`config.mk`:
```
export PLATFORM = sky130hd
export DESIGN_NAME = trap_ctrl_flat
export DESIGN_NICKNAME = d
export VERILOG_FILES = /design/src/rtl/trap_if.sv /design/src/rtl/trap_ctrl.sv /design/src/flat_wrapper.sv
export SDC_FILE = /design/constraint.sdc
export NUM_CORES = 1
export LEC_CHECK = 0
export ABC_AREA = 1
export BUFFER_PORTS_ARGS = -buffer_cell sky130_fd_sc_hd__buf_4
export CORE_UTILIZATION = 43
export DETAILED_ROUTE_END_ITERATION = 8
export GPL_TIMING_DRIVEN = 0
export PLACE_DENSITY = 0.78
export SLEW_MARGIN = 20
export SYNTH_ARGS = -nofsm -noshare
export SYNTH_HDL_FRONTEND = slang
export SYNTH_SLANG_ARGS = --single-unit
```
`constraint.sdc`:
```
create_clock -name clk -period 2.3 [get_ports clk]
set_input_delay 0.575 -clock clk [delete_from_list [all_inputs] [get_ports clk]]
set_output_delay 0.575 -clock clk [all_outputs]
set_load 0.1 [all_outputs]
```
`src/rtl/trap_if.sv`:
```
// trap_if: bundles the trap sequencer's event, CSR and redirect signals.
//   slave  : the trap_ctrl side (consumes events/CSR reads, drives strobes and redirect)
//   master : the pipeline/CSR/fetch side (drives events/CSR reads, consumes strobes and redirect)
interface trap_if #(parameter int XLEN = 32);
    logic [XLEN-1:0] pc;
    logic [XLEN-1:0] next_pc;
    logic            ecall;
    logic            ebreak;
    logic            illegal;
    logic            mret;
    logic            irq_en;
    logic            irq_ext;
    logic            irq_timer;
    logic [XLEN-3:0] csr_rd_mtvec_base;
    logic [1:0]      csr_rd_mtvec_mode;
    logic [XLEN-1:0] csr_rd_mepc_mepc;
    logic            ent_trap;
    logic [XLEN-1:0] csr_wr_mepc_mepc;
    logic            csr_wr_mcause_interrupt;
    logic [XLEN-2:0] csr_wr_mcause_exception_code;
    logic            redirect_valid;
    logic [XLEN-1:0] redirect_pc;
    logic            redirect_ready;
    logic            busy;

    modport slave (
        input  pc, next_pc, ecall, ebreak, illegal, mret,
               irq_en, irq_ext, irq_timer,
               csr_rd_mtvec_base, csr_rd_mtvec_mode, csr_rd_mepc_mepc,
               redirect_ready,
        output ent_trap, csr_wr_mepc_mepc, csr_wr_mcause_interrupt,
               csr_wr_mcause_exception_code, redirect_valid, redirect_pc, busy
    );

    modport master (
        output pc, next_pc, ecall, ebreak, illegal, mret,
               irq_en, irq_ext, irq_timer,
               csr_rd_mtvec_base, csr_rd_mtvec_mode, csr_rd_mepc_mepc,
               redirect_ready,
        input  ent_trap, csr_wr_mepc_mepc, csr_wr_mcause_interrupt,
               csr_wr_mcause_exception_code, redirect_valid, redirect_pc, busy
    );
endinterface

```
`src/rtl/trap_ctrl.sv`:
```
// trap_ctrl: trap sequencer. Turns exceptions, mret and enabled interrupts into
// IDLE -> SAVE (one-cycle ent_trap CSR write) -> REDIRECT (held until accepted).
// mret skips SAVE and redirects straight to mepc.
// Ports:
//   clk  : core clock
//   rst  : asynchronous active-high reset
//   bus  : trap_if.slave (events, CSR reads, CSR write strobe, fetch redirect, busy)
module trap_ctrl #(
    parameter int XLEN = 32
) (
    input  logic   clk,
    input  logic   rst,
    trap_if.slave  bus
);
    typedef enum logic [1:0] {IDLE, SAVE, REDIRECT} state_t;

    state_t          state_q;
    logic            ent_trap_q;
    logic            busy_q;
    logic            rv_q;
    logic [XLEN-1:0] rpc_q;
    // The CSR write outputs double as the latched mepc/cause; they are
    // nonzero only while in SAVE.
    logic [XLEN-1:0] mepc_q;
    logic            intr_q;
    logic [XLEN-2:0] code_q;

    // Event decode, fixed priority.
    logic            trap_take;
    logic            mret_take;
    logic            intr_d;
    logic [XLEN-2:0] code_d;

    always_comb begin
        trap_take = 1'b0;
        mret_take = 1'b0;
        intr_d    = 1'b0;
        code_d    = '0;
        if (bus.illegal) begin
            trap_take = 1'b1;
            code_d    = (XLEN-1)'(2);
        end else if (bus.ebreak) begin
            trap_take = 1'b1;
            code_d    = (XLEN-1)'(3);
        end else if (bus.ecall) begin
            trap_take = 1'b1;
            code_d    = (XLEN-1)'(11);
        end else if (bus.mret) begin
            mret_take = 1'b1;
        end else if (bus.irq_en && bus.irq_ext) begin
            trap_take = 1'b1;
            intr_d    = 1'b1;
            code_d    = (XLEN-1)'(11);
        end else if (bus.irq_en && bus.irq_timer) begin
            trap_take = 1'b1;
            intr_d    = 1'b1;
            code_d    = (XLEN-1)'(7);
        end
    end

    // Vectored mode only applies to interrupts; modes 2/3 behave as direct.
    logic [XLEN-1:0] tvec_base;
    logic [XLEN-1:0] tvec;
    assign tvec_base = {bus.csr_rd_mtvec_base, 2'b00};
    assign tvec = (bus.csr_rd_mtvec_mode == 2'd1 && intr_q)
                ? tvec_base + {code_q[XLEN-3:0], 2'b00}
                : tvec_base;

    always_ff @(posedge clk or posedge rst) begin
        if (rst) begin
            state_q    <= IDLE;
            ent_trap_q <= 1'b0;
            busy_q     <= 1'b0;
            rv_q       <= 1'b0;
            rpc_q      <= '0;
            mepc_q     <= '0;
            intr_q     <= 1'b0;
            code_q     <= '0;
        end else begin
            case (state_q)
                IDLE: begin
                    if (trap_take) begin
                        state_q    <= SAVE;
                        ent_trap_q <= 1'b1;
                        busy_q     <= 1'b1;
                        mepc_q     <= intr_d ? bus.next_pc : bus.pc;
                        intr_q     <= intr_d;
                        code_q     <= code_d;
                    end else if (mret_take) begin
                        state_q <= REDIRECT;
                        busy_q  <= 1'b1;
                        rv_q    <= 1'b1;
                        rpc_q   <= bus.csr_rd_mepc_mepc;
                    end
                end
                SAVE: begin
                    state_q    <= REDIRECT;
                    ent_trap_q <= 1'b0;
                    mepc_q     <= '0;
                    intr_q     <= 1'b0;
                    code_q     <= '0;
                    rv_q       <= 1'b1;
                    rpc_q      <= tvec;
                end
                REDIRECT: begin
                    if (bus.redirect_ready) begin
                        state_q <= IDLE;
                        rv_q    <= 1'b0;
                        busy_q  <= 1'b0;
                    end
                end
                default: state_q <= IDLE;
            endcase
        end
    end

    assign bus.ent_trap                     = ent_trap_q;
    assign bus.csr_wr_mepc_mepc             = mepc_q;
    assign bus.csr_wr_mcause_interrupt      = intr_q;
    assign bus.csr_wr_mcause_exception_code = code_q;
    assign bus.redirect_valid               = rv_q;
    assign bus.redirect_pc                  = rpc_q;
    assign bus.busy                         = busy_q;
endmodule
```
`src/flat_wrapper.sv`:
```
// flat-port wrapper written by rule: the top's interface ports become plain ports
module trap_ctrl_flat 
#(
    parameter int XLEN = 32
)
  (clk, rst, bus_pc, bus_next_pc, bus_ecall, bus_ebreak, bus_illegal, bus_mret, bus_irq_en, bus_irq_ext, bus_irq_timer, bus_csr_rd_mtvec_base, bus_csr_rd_mtvec_mode, bus_csr_rd_mepc_mepc, bus_redirect_ready, bus_ent_trap, bus_csr_wr_mepc_mepc, bus_csr_wr_mcause_interrupt, bus_csr_wr_mcause_exception_code, bus_redirect_valid, bus_redirect_pc, bus_busy);
  trap_if #(.XLEN(XLEN)) bus_i ();
  input  logic clk;
  input  logic rst;
  input wire logic [$bits(bus_i.pc)-1:0] bus_pc;
  input wire logic [$bits(bus_i.next_pc)-1:0] bus_next_pc;
  input wire logic [$bits(bus_i.ecall)-1:0] bus_ecall;
  input wire logic [$bits(bus_i.ebreak)-1:0] bus_ebreak;
  input wire logic [$bits(bus_i.illegal)-1:0] bus_illegal;
  input wire logic [$bits(bus_i.mret)-1:0] bus_mret;
  input wire logic [$bits(bus_i.irq_en)-1:0] bus_irq_en;
  input wire logic [$bits(bus_i.irq_ext)-1:0] bus_irq_ext;
  input wire logic [$bits(bus_i.irq_timer)-1:0] bus_irq_timer;
  input wire logic [$bits(bus_i.csr_rd_mtvec_base)-1:0] bus_csr_rd_mtvec_base;
  input wire logic [$bits(bus_i.csr_rd_mtvec_mode)-1:0] bus_csr_rd_mtvec_mode;
  input wire logic [$bits(bus_i.csr_rd_mepc_mepc)-1:0] bus_csr_rd_mepc_mepc;
  input wire logic [$bits(bus_i.redirect_ready)-1:0] bus_redirect_ready;
  output wire logic [$bits(bus_i.ent_trap)-1:0] bus_ent_trap;
  output wire logic [$bits(bus_i.csr_wr_mepc_mepc)-1:0] bus_csr_wr_mepc_mepc;
  output wire logic [$bits(bus_i.csr_wr_mcause_interrupt)-1:0] bus_csr_wr_mcause_interrupt;
  output wire logic [$bits(bus_i.csr_wr_mcause_exception_code)-1:0] bus_csr_wr_mcause_exception_code;
  output wire logic [$bits(bus_i.redirect_valid)-1:0] bus_redirect_valid;
  output wire logic [$bits(bus_i.redirect_pc)-1:0] bus_redirect_pc;
  output wire logic [$bits(bus_i.busy)-1:0] bus_busy;
  assign bus_i.pc = bus_pc;
  assign bus_i.next_pc = bus_next_pc;
  assign bus_i.ecall = bus_ecall;
  assign bus_i.ebreak = bus_ebreak;
  assign bus_i.illegal = bus_illegal;
  assign bus_i.mret = bus_mret;
  assign bus_i.irq_en = bus_irq_en;
  assign bus_i.irq_ext = bus_irq_ext;
  assign bus_i.irq_timer = bus_irq_timer;
  assign bus_i.csr_rd_mtvec_base = bus_csr_rd_mtvec_base;
  assign bus_i.csr_rd_mtvec_mode = bus_csr_rd_mtvec_mode;
  assign bus_i.csr_rd_mepc_mepc = bus_csr_rd_mepc_mepc;
  assign bus_i.redirect_ready = bus_redirect_ready;
  assign bus_ent_trap = bus_i.ent_trap;
  assign bus_csr_wr_mepc_mepc = bus_i.csr_wr_mepc_mepc;
  assign bus_csr_wr_mcause_interrupt = bus_i.csr_wr_mcause_interrupt;
  assign bus_csr_wr_mcause_exception_code = bus_i.csr_wr_mcause_exception_code;
  assign bus_redirect_valid = bus_i.redirect_valid;
  assign bus_redirect_pc = bus_i.redirect_pc;
  assign bus_busy = bus_i.busy;
  trap_ctrl #(.XLEN(XLEN)) u_core (.clk(clk), .rst(rst), .bus(bus_i));
endmodule
```
==> metrics.yaml <==
power:
  power_density_nw_per_um2: 1730
  total_power_w: 0.0122
  leakagePower_nw: 3.72
  vdd_drop_max_uv: 1420
worst_setup_path:
  rr_worst_depth: 9
  critPathMaxFanout: 10
  critical_path_class: "flop to flop"
  start_kind: "flop"
  cp.arrival_ns: 2.23
  critical_path_required_ns: 2.52
  rrSetupSlack_ns: 0.30
  r2r_start: "u_core.bus.csr_wr_mcause_exception_code[0]"
  r2r-end: "u_core.bus.redirect_pc[26]"
  end_kind: "flop"
finish:
  area_growth_pct: 45.2
  antennaDiodeCount: 0
  final_net_count: 1073
  n_fill_cell: 1016
  drive_above_1_share: 0.352
floorplanning:
  coreArea_sq_um: 10900
  io_pins: 237
  dieArea_sq_um: 11700
  placementRows: 38
  start_util: 0.445
  die_x_microns: 108
  die_y_microns: 108
logic_synthesis:
  ys_warn_count: 0
  synth_area_leaders: "dfrtp_1 (38%), nand2_1 (15%), nor2_1 (8.5%), buf_4 (4.8%), o21ai_0 (4.1%)"
  netlist_area_sq_um: 4870
  ys_types: 44
  synth_top_area_frac: 0.380
  syn-instance-count: 682
  ys_seq_elements: 74
  yosysSeqAreaShare: 0.380
  yosysTopAreaCell: "dfrtp_1"
  postSynthAreaPerCell_sq_um: 7.14
cts:
  htree_levels: 3
  cts-root-buf: "clkbuf_16"
  worstSkewPairLatency_ns: 0.33
  clkSinkCount: 74
  cts_hold_buf: 0
  clk_pin_slew_ns: 0.07
  clockBufferDepth: 2
  cts_tree: "yes"
  cts-resized-gates: 0
  cts_buffers: 9
  post_cts_buffers: 0
timing:
  min_period_ns: 2.00
  setup_viol: 0
  slew_viol_final: 0
  rsz0062_at_grt: "no"
  hold_viol: 0
  finClkSkew_ns: 0.0107
  slew_headroom: 0.661
  worst_pin_slew_ns: 0.508
  fin_crit_sh: 0.871
  fin_tns_setup_ns: 0
  max_freq_mhz: 499
run:
  drv_cap: 0
detailed_routing:
  ant_nets: 0
  wl_microns: 14900
  vias: 5187
  drt-initial-drc-count: 316
  drc: 0
  firstDrtPassIters: 4
  via_per_inst: 4.83
  wl_per_cell_microns: 13.8
placement:
  post-dp-hpwl_microns: 11700
  place.gp.congestion: 0.895
  port_buffers: 209
grt:
  grt_pass1_wl_microns: 23500
  grt_max_degree: 31
  grt_antenna_before_repair: 0
  grt_pass1_vias: 4905
  grt_usage: 0.257
  overflow: 0
min_path:
  hp-class: "input pin to async pin"
status:
  status: "completed"
-- routing by layer --
metal	up-vias	part of all wire	wire, microns	global-route usage
met5	-	0	0	0
met4	0	0.011	157	0.0840
met3	12	0.081	1210	0.0621
met2	179	0.50	7380	0.440
met1	2358	0.41	6120	0.315
li1	2638	-	-	-
-- per-stage QoR --
| step | cell area [sq um] | setup slack [ns] | hold WS, ns | utilization | instances |
|---|---|---|---|---|---|
| after floorplan | 4970 | 0.111 | 0.613 | - | 708 |
| after global placement | 6710 | 0.0550 | 0.459 | 0.614 | 1057 |
| after detailed placement | 6750 | 0.0372 | 0.468 | 0.618 | 1059 |
| after CTS | 7070 | 0.289 | 0.273 | 0.646 | 1075 |
| after global routing | 7070 | 0.184 | 0.289 | 0.646 | 1075 |
| final | 7070 | 0.297 | 0.262 | 0.646 | 1075 |
-- cell usage after synthesis --
cell type and n:
ha_1 4, dfrtp_1 74, buf_6 5, a21o_1 1, buf_4 31, conb_1 1
nand3b_1 4, nand2_4 2, o21ai_1 20, nand2_2 13, buf_2 13, or2_2 1
a21oi_1 6, nand2_1 193, o41ai_1 1, a22o_1 1, o31ai_1 1, nor2_2 5
clkbuf_1 4, o2111ai_1 3, and2_1 3, a31oi_1 2, nand3_2 1, nor2_8 1
a21oi_4 1, a32o_1 3, nor2_1 110, clkinv_2 1, nand4_1 21, inv_1 41
xnor2_1 2, fa_1 1, o211ai_1 1, o21ai_0 40, buf_12 1, a21oi_2 1
o21ai_2 14, nor2_4 4, nor3_1 4, o22ai_1 1, o21bai_1 1, or2_1 3
inv_2 6, nand3_1 36
-- flip-flops by register name (all words and copies together) (netlist names) --
name / flops
u_core.bus.busy: 1
u_core.bus.csr_wr_mcause_exception_code: 4
u_core.bus.csr_wr_mcause_interrupt: 1
u_core.bus.csr_wr_mepc_mepc: 32
u_core.bus.ent_trap: 1
u_core.bus.redirect_pc: 32
u_core.bus.redirect_valid: 1
u_core.state_q: 2
-- worst max-delay path, stage by stage, from the launching register on --
cell     delay (ns)
dfrtp_2        0.42
ha_1           0.23
fa_1           0.44
a21oi_2        0.24
nor2_4         0.11
buf_6          0.15
nand4_1        0.07
nand3_1        0.10
nand2_1        0.08
nand2_1        0.05
-- where the power goes --
group / leakage, nW / internal [W] / switching (W) / total, W
Combinational: 2.66 / 0.00189 / 0.00649 / 0.00838
Clock: 0.150 / 0.000882 / 0.000604 / 0.00149
Sequential: 0.906 / 0.00194 / 0.000394 / 0.00233
-- kinds of logic (layout without fill, tap and decap cells) --
kind of cell | count (synthesis) | count (layout) | share of synthesized area
compound gates | 97 | 97 | 0.123
xor+xnor | 2 | 2 | 0.00360
fa+ha+maj | 5 | 5 | 0.0144
buf+inv | 102 | 329 | 0.117
flops | 74 | 74 | 0.380
other cells | 1 | 27 | 0.000770
simple gates | 401 | 401 | 0.360
-- cell usage in the layout, fill, tap and decap left out, types with 3 or more instances in the layout --
cell         n
buf_2       13
nor3_1       4
nand3b_1     4
nand3_1     36
o2111ai_1    3
o21ai_1     20
ha_1         4
o21ai_0     40
nand4_1     21
clkbuf_1     4
o21ai_2     14
buf_6        5
a21oi_1      6
dfrtp_1     73
a32o_1       3
or2_1        3
inv_2        6
conb_1      27
nor2_2       5
inv_1       40
clkbuf_16    9
nor2_4       4
buf_12       3
buf_4      240
nand2_2     13
nor2_1     110
and2_1       3
nand2_1    193
-- cell type report --
cell class,instances,area [sq um],share of cell area
plain buffers,54,389,0.0551
clock buffers,10,239,0.0338
clock inverters,6,72.6,0.0103
inverters,48,185,0.0262
multi-input cells,532,2540,0.360
flip-flops and latches,74,1850,0.262
well taps,140,175,0.0248
repair buffers,211,1610,0.228
-- worst max-delay path by stage --
stage / from / end / slack, ns / cells after the start
after floorplan: u_core.bus.csr_wr_mcause_exception_code[3] / u_core.bus.redirect_pc[10] / 0.11 / 10
after global placement: bus_csr_rd_mtvec_base[0] / u_core.bus.redirect_pc[26] / 0.05 / 10
after detailed placement: bus_csr_rd_mtvec_base[0] / u_core.bus.redirect_pc[26] / 0.04 / 10
after CTS: u_core.bus.csr_wr_mcause_exception_code[0] / u_core.bus.redirect_pc[26] / 0.29 / 9
after global routing: u_core.bus.csr_wr_mcause_exception_code[0] / u_core.bus.redirect_pc[16] / 0.18 / 9
final: u_core.bus.csr_wr_mcause_exception_code[0] / u_core.bus.redirect_pc[26] / 0.30 / 9
Power figures use the tool's default switching activity.
